<file path="config.mk">
export PLATFORM = sky130hd
export DESIGN_NAME = wb_uart_rx
export DESIGN_NICKNAME = d
export VERILOG_FILES = /design/src/rtl/uart_pkg.sv /design/src/rtl/uart_rx_core.sv /design/src/rtl/wb_uart_rx.sv
export SDC_FILE = /design/constraint.sdc
export NUM_CORES = 1
export LEC_CHECK = 0
export CORE_ASPECT_RATIO = 0.8
export CORE_MARGIN = 4
export CORE_UTILIZATION = 33
export DETAILED_ROUTE_END_ITERATION = 7
export SYNTH_ARGS = -nofsm -noshare
export SYNTH_HDL_FRONTEND = slang
export SYNTH_SLANG_ARGS = --single-unit
</file>
<file path="constraint.sdc">
create_clock -name clk_i -period 4.3 [get_ports clk_i]
set_input_delay 0.645 -clock clk_i [delete_from_list [all_inputs] [get_ports clk_i]]
set_output_delay 0.645 -clock clk_i [all_outputs]
set_load 0.02 [all_outputs]
</file>
<file path="src/rtl/uart_pkg.sv">
// rtl/uart_pkg.sv - shared register map, bit indices and receiver state encoding
package uart_pkg;
    localparam int UART_FRAME_BITS = 8;

    localparam logic [1:0] REG_DATA   = 2'd0;
    localparam logic [1:0] REG_STATUS = 2'd1;
    localparam logic [1:0] REG_CTRL   = 2'd2;

    localparam int ST_NOT_EMPTY = 0;
    localparam int ST_FULL      = 1;
    localparam int ST_OVR       = 2;
    localparam int ST_FERR      = 3;
    localparam int ST_COUNT_LSB = 8;

    localparam int CTRL_RX_EN   = 0;
    localparam int CTRL_IE_DATA = 1;
    localparam int CTRL_IE_ERR  = 2;

    typedef enum logic [2:0] {
        IDLE,
        START,
        DATA,
        STOP,
        WAIT_HIGH
    } rx_state_t;
endpackage

</file>
<file path="src/rtl/uart_rx_core.sv">
// rtl/uart_rx_core.sv - 8N1 receiver: 2-FF synchroniser, bit-timing FSM and shift register
module uart_rx_core
    import uart_pkg::*;
#(
    parameter int CLKS_PER_BIT = 434
) (
    input  logic       clk_i,
    input  logic       rst_i,
    input  logic       rx_i,
    input  logic       en_i,
    output logic       byte_valid_o,
    output logic [7:0] byte_o,
    output logic       frame_err_o
);
    localparam int CW = $clog2(CLKS_PER_BIT);
    localparam logic [CW-1:0] FULL_LAST = CW'(CLKS_PER_BIT - 1);
    localparam logic [CW-1:0] HALF_LAST = CW'(CLKS_PER_BIT / 2 - 1);

    logic            r_sync1;
    logic            r_rxs;
    logic            r_rxs_d;
    rx_state_t       r_state;
    logic [CW-1:0]   r_cnt;
    logic [2:0]      r_bit_cnt;
    logic [7:0]      r_shift;
    logic            r_byte_valid;
    logic            r_frame_err;

    always_ff @(posedge clk_i) begin
        if (rst_i) begin
            r_sync1 <= 1'b1;
            r_rxs   <= 1'b1;
        end else begin
            r_sync1 <= rx_i;
            r_rxs   <= r_sync1;
        end
    end

    // Disabling the receiver behaves like a reset of the frame state.
    always_ff @(posedge clk_i) begin
        if (rst_i || !en_i) begin
            r_state      <= IDLE;
            r_cnt        <= '0;
            r_bit_cnt    <= '0;
            r_shift      <= '0;
            r_rxs_d      <= 1'b1;
            r_byte_valid <= 1'b0;
            r_frame_err  <= 1'b0;
        end else begin
            r_rxs_d      <= r_rxs;
            r_byte_valid <= 1'b0;
            r_frame_err  <= 1'b0;
            case (r_state)
                IDLE: begin
                    r_cnt     <= '0;
                    r_bit_cnt <= '0;
                    if (r_rxs_d && !r_rxs) r_state <= START;
                end
                START: begin
                    if (r_cnt == HALF_LAST) begin
                        r_cnt   <= '0;
                        r_state <= r_rxs ? IDLE : DATA;
                    end else begin
                        r_cnt <= r_cnt + 1'b1;
                    end
                end
                DATA: begin
                    if (r_cnt == FULL_LAST) begin
                        r_cnt     <= '0;
                        r_shift   <= {r_rxs, r_shift[7:1]};
                        r_bit_cnt <= r_bit_cnt + 1'b1;
                        if (r_bit_cnt == 3'(UART_FRAME_BITS - 1)) r_state <= STOP;
                    end else begin
                        r_cnt <= r_cnt + 1'b1;
                    end
                end
                STOP: begin
                    if (r_cnt == FULL_LAST) begin
                        r_cnt <= '0;
                        if (r_rxs) begin
                            r_byte_valid <= 1'b1;
                            r_state      <= IDLE;
                        end else begin
                            r_frame_err <= 1'b1;
                            r_state     <= WAIT_HIGH;
                        end
                    end else begin
                        r_cnt <= r_cnt + 1'b1;
                    end
                end
                WAIT_HIGH: begin
                    if (r_rxs) r_state <= IDLE;
                end
                default: r_state <= IDLE;
            endcase
        end
    end

    assign byte_valid_o = r_byte_valid;
    assign byte_o       = r_shift;
    assign frame_err_o  = r_frame_err;
endmodule

</file>
<file path="src/rtl/wb_uart_rx.sv">
// rtl/wb_uart_rx.sv - Wishbone UART receiver with FIFO; UART_RX_IRQ_EN adds CTRL and rx_irq_o
module wb_uart_rx
    import uart_pkg::*;
#(
    parameter int WB_DATA_WIDTH = 32,
    parameter int WB_ADDR_WIDTH = 32,
    parameter int CLKS_PER_BIT  = 434,
    parameter int FIFO_DEPTH    = 8
) (
    input  logic                     clk_i,
    input  logic                     rst_i,
    input  logic [WB_ADDR_WIDTH-1:0] wb_addr_i,
    input  logic [WB_DATA_WIDTH-1:0] wb_data_i,
    input  logic [3:0]               wb_sel_i,
    input  logic                     wb_we_i,
    input  logic                     wb_stb_i,
    input  logic                     wb_cyc_i,
    output logic                     wb_ack_o,
    output logic [WB_DATA_WIDTH-1:0] wb_data_o,
    input  logic                     uart_rx_i
`ifdef UART_RX_IRQ_EN
    ,
    output logic                     rx_irq_o
`endif
);
    localparam int PW   = $clog2(FIFO_DEPTH);
    localparam int CNTW = PW + 1;

    logic [7:0]               r_mem [FIFO_DEPTH];
    logic [PW-1:0]            r_wr_ptr, r_rd_ptr;
    logic [CNTW-1:0]          r_count;
    logic                     r_ovr, r_ferr, r_ack;
    logic [WB_DATA_WIDTH-1:0] r_data;

    logic                     w_byte_valid, w_frame_err, w_rx_en;
    logic [7:0]               w_byte;
    logic [1:0]               w_off;
    logic                     w_req, w_empty, w_full, w_pop, w_push, w_ovr_set, w_w1c;
    logic [WB_DATA_WIDTH-1:0] w_status, w_rdata;
    logic                     w_unused;

    assign w_off     = wb_addr_i[3:2];
    assign w_req     = wb_cyc_i & wb_stb_i & ~r_ack;
    assign w_empty   = (r_count == '0);
    assign w_full    = (r_count == CNTW'(FIFO_DEPTH));
    assign w_pop     = w_req & ~wb_we_i & (w_off == REG_DATA) & ~w_empty;
    // A pop in the same cycle frees the slot, so a push into a full FIFO still lands.
    assign w_push    = w_byte_valid & (~w_full | w_pop);
    assign w_ovr_set = w_byte_valid & w_full & ~w_pop;
    assign w_w1c     = w_req & wb_we_i & (w_off == REG_STATUS) & wb_sel_i[0];
    assign w_unused  = ^{wb_addr_i, wb_data_i, wb_sel_i};

    uart_rx_core #(.CLKS_PER_BIT(CLKS_PER_BIT)) u_core (
        .clk_i        (clk_i),
        .rst_i        (rst_i),
        .rx_i         (uart_rx_i),
        .en_i         (w_rx_en),
        .byte_valid_o (w_byte_valid),
        .byte_o       (w_byte),
        .frame_err_o  (w_frame_err)
    );

`ifdef UART_RX_IRQ_EN
    logic [2:0] r_ctrl;
    logic       r_irq;

    always_ff @(posedge clk_i) begin
        if (rst_i) begin
            r_ctrl <= '0;
            r_irq  <= 1'b0;
        end else begin
            if (w_req && wb_we_i && (w_off == REG_CTRL) && wb_sel_i[0]) r_ctrl <= wb_data_i[2:0];
            r_irq <= (r_ctrl[CTRL_IE_DATA] & ~w_empty) | (r_ctrl[CTRL_IE_ERR] & (r_ovr | r_ferr));
        end
    end

    assign w_rx_en  = r_ctrl[CTRL_RX_EN];
    assign rx_irq_o = r_irq;
`else
    assign w_rx_en = 1'b1;
`endif

    always_comb begin
        w_status                          = '0;
        w_status[ST_NOT_EMPTY]            = ~w_empty;
        w_status[ST_FULL]                 = w_full;
        w_status[ST_OVR]                  = r_ovr;
        w_status[ST_FERR]                 = r_ferr;
        w_status[ST_COUNT_LSB +: CNTW]    = r_count;
    end

    always_comb begin
        w_rdata = '0;
        case (w_off)
            REG_DATA:   if (!w_empty) w_rdata[8:0] = {1'b1, r_mem[r_rd_ptr]};
            REG_STATUS: w_rdata = w_status;
`ifdef UART_RX_IRQ_EN
            REG_CTRL:   w_rdata[2:0] = r_ctrl;
`else
            REG_CTRL:   w_rdata = '0;
`endif
            default:    w_rdata = '0;
        endcase
    end

    always_ff @(posedge clk_i) begin
        if (w_push) r_mem[r_wr_ptr] <= w_byte;
    end

    // Hardware set has priority over a same-cycle W1C.
    always_ff @(posedge clk_i) begin
        if (rst_i) begin
            r_wr_ptr <= '0;
            r_rd_ptr <= '0;
            r_count  <= '0;
            r_ovr    <= 1'b0;
            r_ferr   <= 1'b0;
            r_ack    <= 1'b0;
            r_data   <= '0;
        end else begin
            if (w_push) r_wr_ptr <= r_wr_ptr + 1'b1;
            if (w_pop)  r_rd_ptr <= r_rd_ptr + 1'b1;
            case ({w_push, w_pop})
                2'b10:   r_count <= r_count + 1'b1;
                2'b01:   r_count <= r_count - 1'b1;
                default: r_count <= r_count;
            endcase
            if (w_ovr_set)                          r_ovr <= 1'b1;
            else if (w_w1c && wb_data_i[ST_OVR])    r_ovr <= 1'b0;
            if (w_frame_err)                        r_ferr <= 1'b1;
            else if (w_w1c && wb_data_i[ST_FERR])   r_ferr <= 1'b0;
            r_ack  <= w_req;
            r_data <= w_req ? w_rdata : '0;
        end
    end

    assign wb_ack_o  = r_ack;
    assign wb_data_o = r_data;
endmodule

</file>
==> results.cfg <==
[yosys]
synth_cell_types = 52
ys_seq_elements = 120
syn_area_per_cell_um2 = 12.9
yosysTopAreaCell = edfxtp_1
ys_warn_count = 0
synth_top_area_share_pct = 38.1
netlist_instances = 390
ys.flop_type = edfxtp_1
seq_area_frac_synth_pct = 60.4
yosys-top-cells-area = edfxtp_1 (38%), dfxtp_1 (22%), mux4_2 (7.1%)
synth_area_um2 = 5040
synth_edf_count = 64
synth.most_common_cell = edfxtp_1
synth_common_cells = edfxtp_1 (64), dfxtp_1 (56), nor2_1 (24)
ys_async_sr_fraction_pct = 0

[cts]
cts_resized = 0
cts_setup_buffers = 0
htreeDepth = 4
cts-root-buf = clkbuf_16
tritoncts = built
cts_sinks = 120
cts_buffer_depth = 2
cts_made_buffers = 17
clk_latency_ns = 0.40
ctsHoldBuffers = 0
clk_pin_slew_ns = 0.06

[worst_setup_path]
crit_arrival_ns = 3.32
criticalPathCategory = input pin to flip-flop
worstSetupStartpointType = input pin
endpoint_kind = flip-flop
crit_required_ns = 4.63
crit_fanout = 11

[route]
antenna_left = 0
vias_per_cell = 5.01
drc_errors = 0
drt_first_pass_iters = 4
via_count = 3095
routedWlPerCell_um = 15.6
wirelength_um = 9640
drtIter0Drc = 214

[pwr]
leakage_nw = 2.05
power_switching_mw = 0.547
p_int_mw = 2.04
sw_frac_of_total_pct = 21.1
power_frac_comb_pct = 2.0
p_seq_share_pct = 46.5
peakVddDrop_mv = 0.229
p_clk_share_pct = 51.6
p_per_area_nw_per_um2 = 434

[floorplan]
pin_count = 107
die_x_um = 146
std_cell_rows = 40
placeableCoreArea_um2 = 15000
die_h_um = 119
die_area_um2 = 17300
start_util_pct = 33.6

[timing]
max_freq_mhz = 334
tns_ns = 0
fin_crit_sh_pct = 69.7
finClkSkew_ns = 0.00889
rsz0062_at_grt = false
max_slew_margin_pct = 37.3
final-hold-violation-count = 0
tightest_slew_ns = 0.941
drv_slew = 0
finalSetupViolCount = 0
fin_crit_ns = 3.00

[final_layout]
drive_gt1_share_pct = 15.9
nets = 500
area_growth_pct = 18.3
diodes = 0
nFillCells = 1399
final_area_um2 = 5970

[global_routing]
grt_pass1_wl_um = 15700
grt-ovfl-total = 0
antenna_found_initial = 0
grt_max_degree = 48
grt_pass1_vias = 3048
grt_use_total_pct = 11.5

[worst_hold_path]
hp-class = flip-flop to flip-flop

[job]
max_cap_viol_count = 0

[placed_design]
detailed_place.area_um2 = 5390
dp_hpwl_um = 6240
gp_congestion = 0.753
portBuffers = 23

[outcome]
outcome = finished clean
==> logic make-up after synthesis <==
kind of cell / synth area share [%]
muxes: 11.6
DFF: 60.4
other: 0.0744
AOI/OAI and AO/OA: 6.95
xor gates and xnor gates: 0.869
adders and majority gates: 2.48
and+or+nand+nor: 12.7
buffers and inverters: 4.96
==> worst paths after layout <==
check	to	from	slack (ns)	depth (start not counted)
min	u_core.r_rxs$_SDFF_PP1_	u_core.r_sync1$_SDFF_PP1_	0.41	1
max reg2reg	r_count[2]$_SDFFE_PP0P_	r_count[1]$_SDFFE_PP0P_	1.41	10
max	r_count[2]$_SDFFE_PP0P_	wb_addr_i[2]	1.30	11
min reg2reg	u_core.r_rxs$_SDFF_PP1_	u_core.r_sync1$_SDFF_PP1_	0.41	1
==> per-stage QoR <==
step                      worst slack, ns  std cells  util (%)  hold slack (ns)  power (mW)
after detailed placement            0.866        586      35.9            0.401        1.28
after global placement               1.02        586      35.9            0.390        1.28
after global routing                 1.17        618      39.7            0.437        2.68
after CTS                            1.30        618      39.7            0.414        2.62
after floorplan                      1.71        409         -            0.389        1.28
final                                1.30        618      39.7            0.408        2.59
==> power by group through the flow <==
stage	Combinational, mW	Sequential, mW	Clock (mW)
floorplan	0.0523	1.23	0
global placement	0.0504	1.23	0
detailed placement	0.0510	1.23	0
CTS	0.0511	1.20	1.37
global route	0.0565	1.20	1.42
finish	0.0514	1.20	1.34
==> critical path, stage by stage <==
cell             delay [ns]
clkdlybuf4s50_1        0.57
nor2_1                 0.30
a21o_1                 0.19
nand2_1                0.21
ha_1                   0.33
xor2_1                 0.16
ha_1                   0.19
a21oi_1                0.15
xor2_1                 0.10
or3_1                  0.32
a21oi_1                0.14
==> flip-flops by register name (all words and copies together) (netlist names), named ones only <==
name                 flops
u_core.byte_o            8
r_ovr                    1
wb_ack_o                 1
u_core.r_bit_cnt         3
wb_data_o               12
u_core.r_rxs_d           1
r_mem                   64
r_count                  4
r_rd_ptr                 3
u_core.r_rxs             1
u_core.r_cnt             9
u_core.r_sync1           1
r_ferr                   1
u_core.byte_valid_o      1
u_core.frame_err_o       1
r_wr_ptr                 3
u_core.r_state           3
==> cell type report <==
type / instances / area, um2 / share of cell area (%)
Tap cell: 189 / 236 / 3.96
Clock buffer: 21 / 493 / 8.26
Clock inverter: 11 / 85.1 / 1.43
Multi-Input combinational cell: 243 / 1820 / 30.5
Timing Repair Buffer: 29 / 270 / 4.53
Sequential cell: 120 / 3040 / 51.0
Inverter: 5 / 18.8 / 0.315
==> layout by cell type, fill, tap and decap left out, types with 7 or more instances in the layout <==
cell type,synthesis,final
o22ai_1,7,7
nor2_2,7,7
conb_1,1,20
a21oi_1,17,17
clkbuf_16,0,19
nand2_1,17,17
clkdlybuf4s50_1,0,22
dfxtp_1,56,56
o21ai_0,9,9
edfxtp_1,64,64
mux2i_1,19,19
nand3_1,9,9
ha_1,10,10
mux4_2,16,16
nor3_1,12,12
nor2_1,24,24
==> layer usage <==
layer	share of wire [%]	wire length, um	global-route usage, %	vias to the layer above
met1	45	4300	14.1	1531
met3	4.6	445	3.26	12
met2	50	4780	18.9	73
met5	0	0	0	-
li1	-	-	-	1479
met4	1.2	117	5.35	0
(Power assumes the default switching activity.)
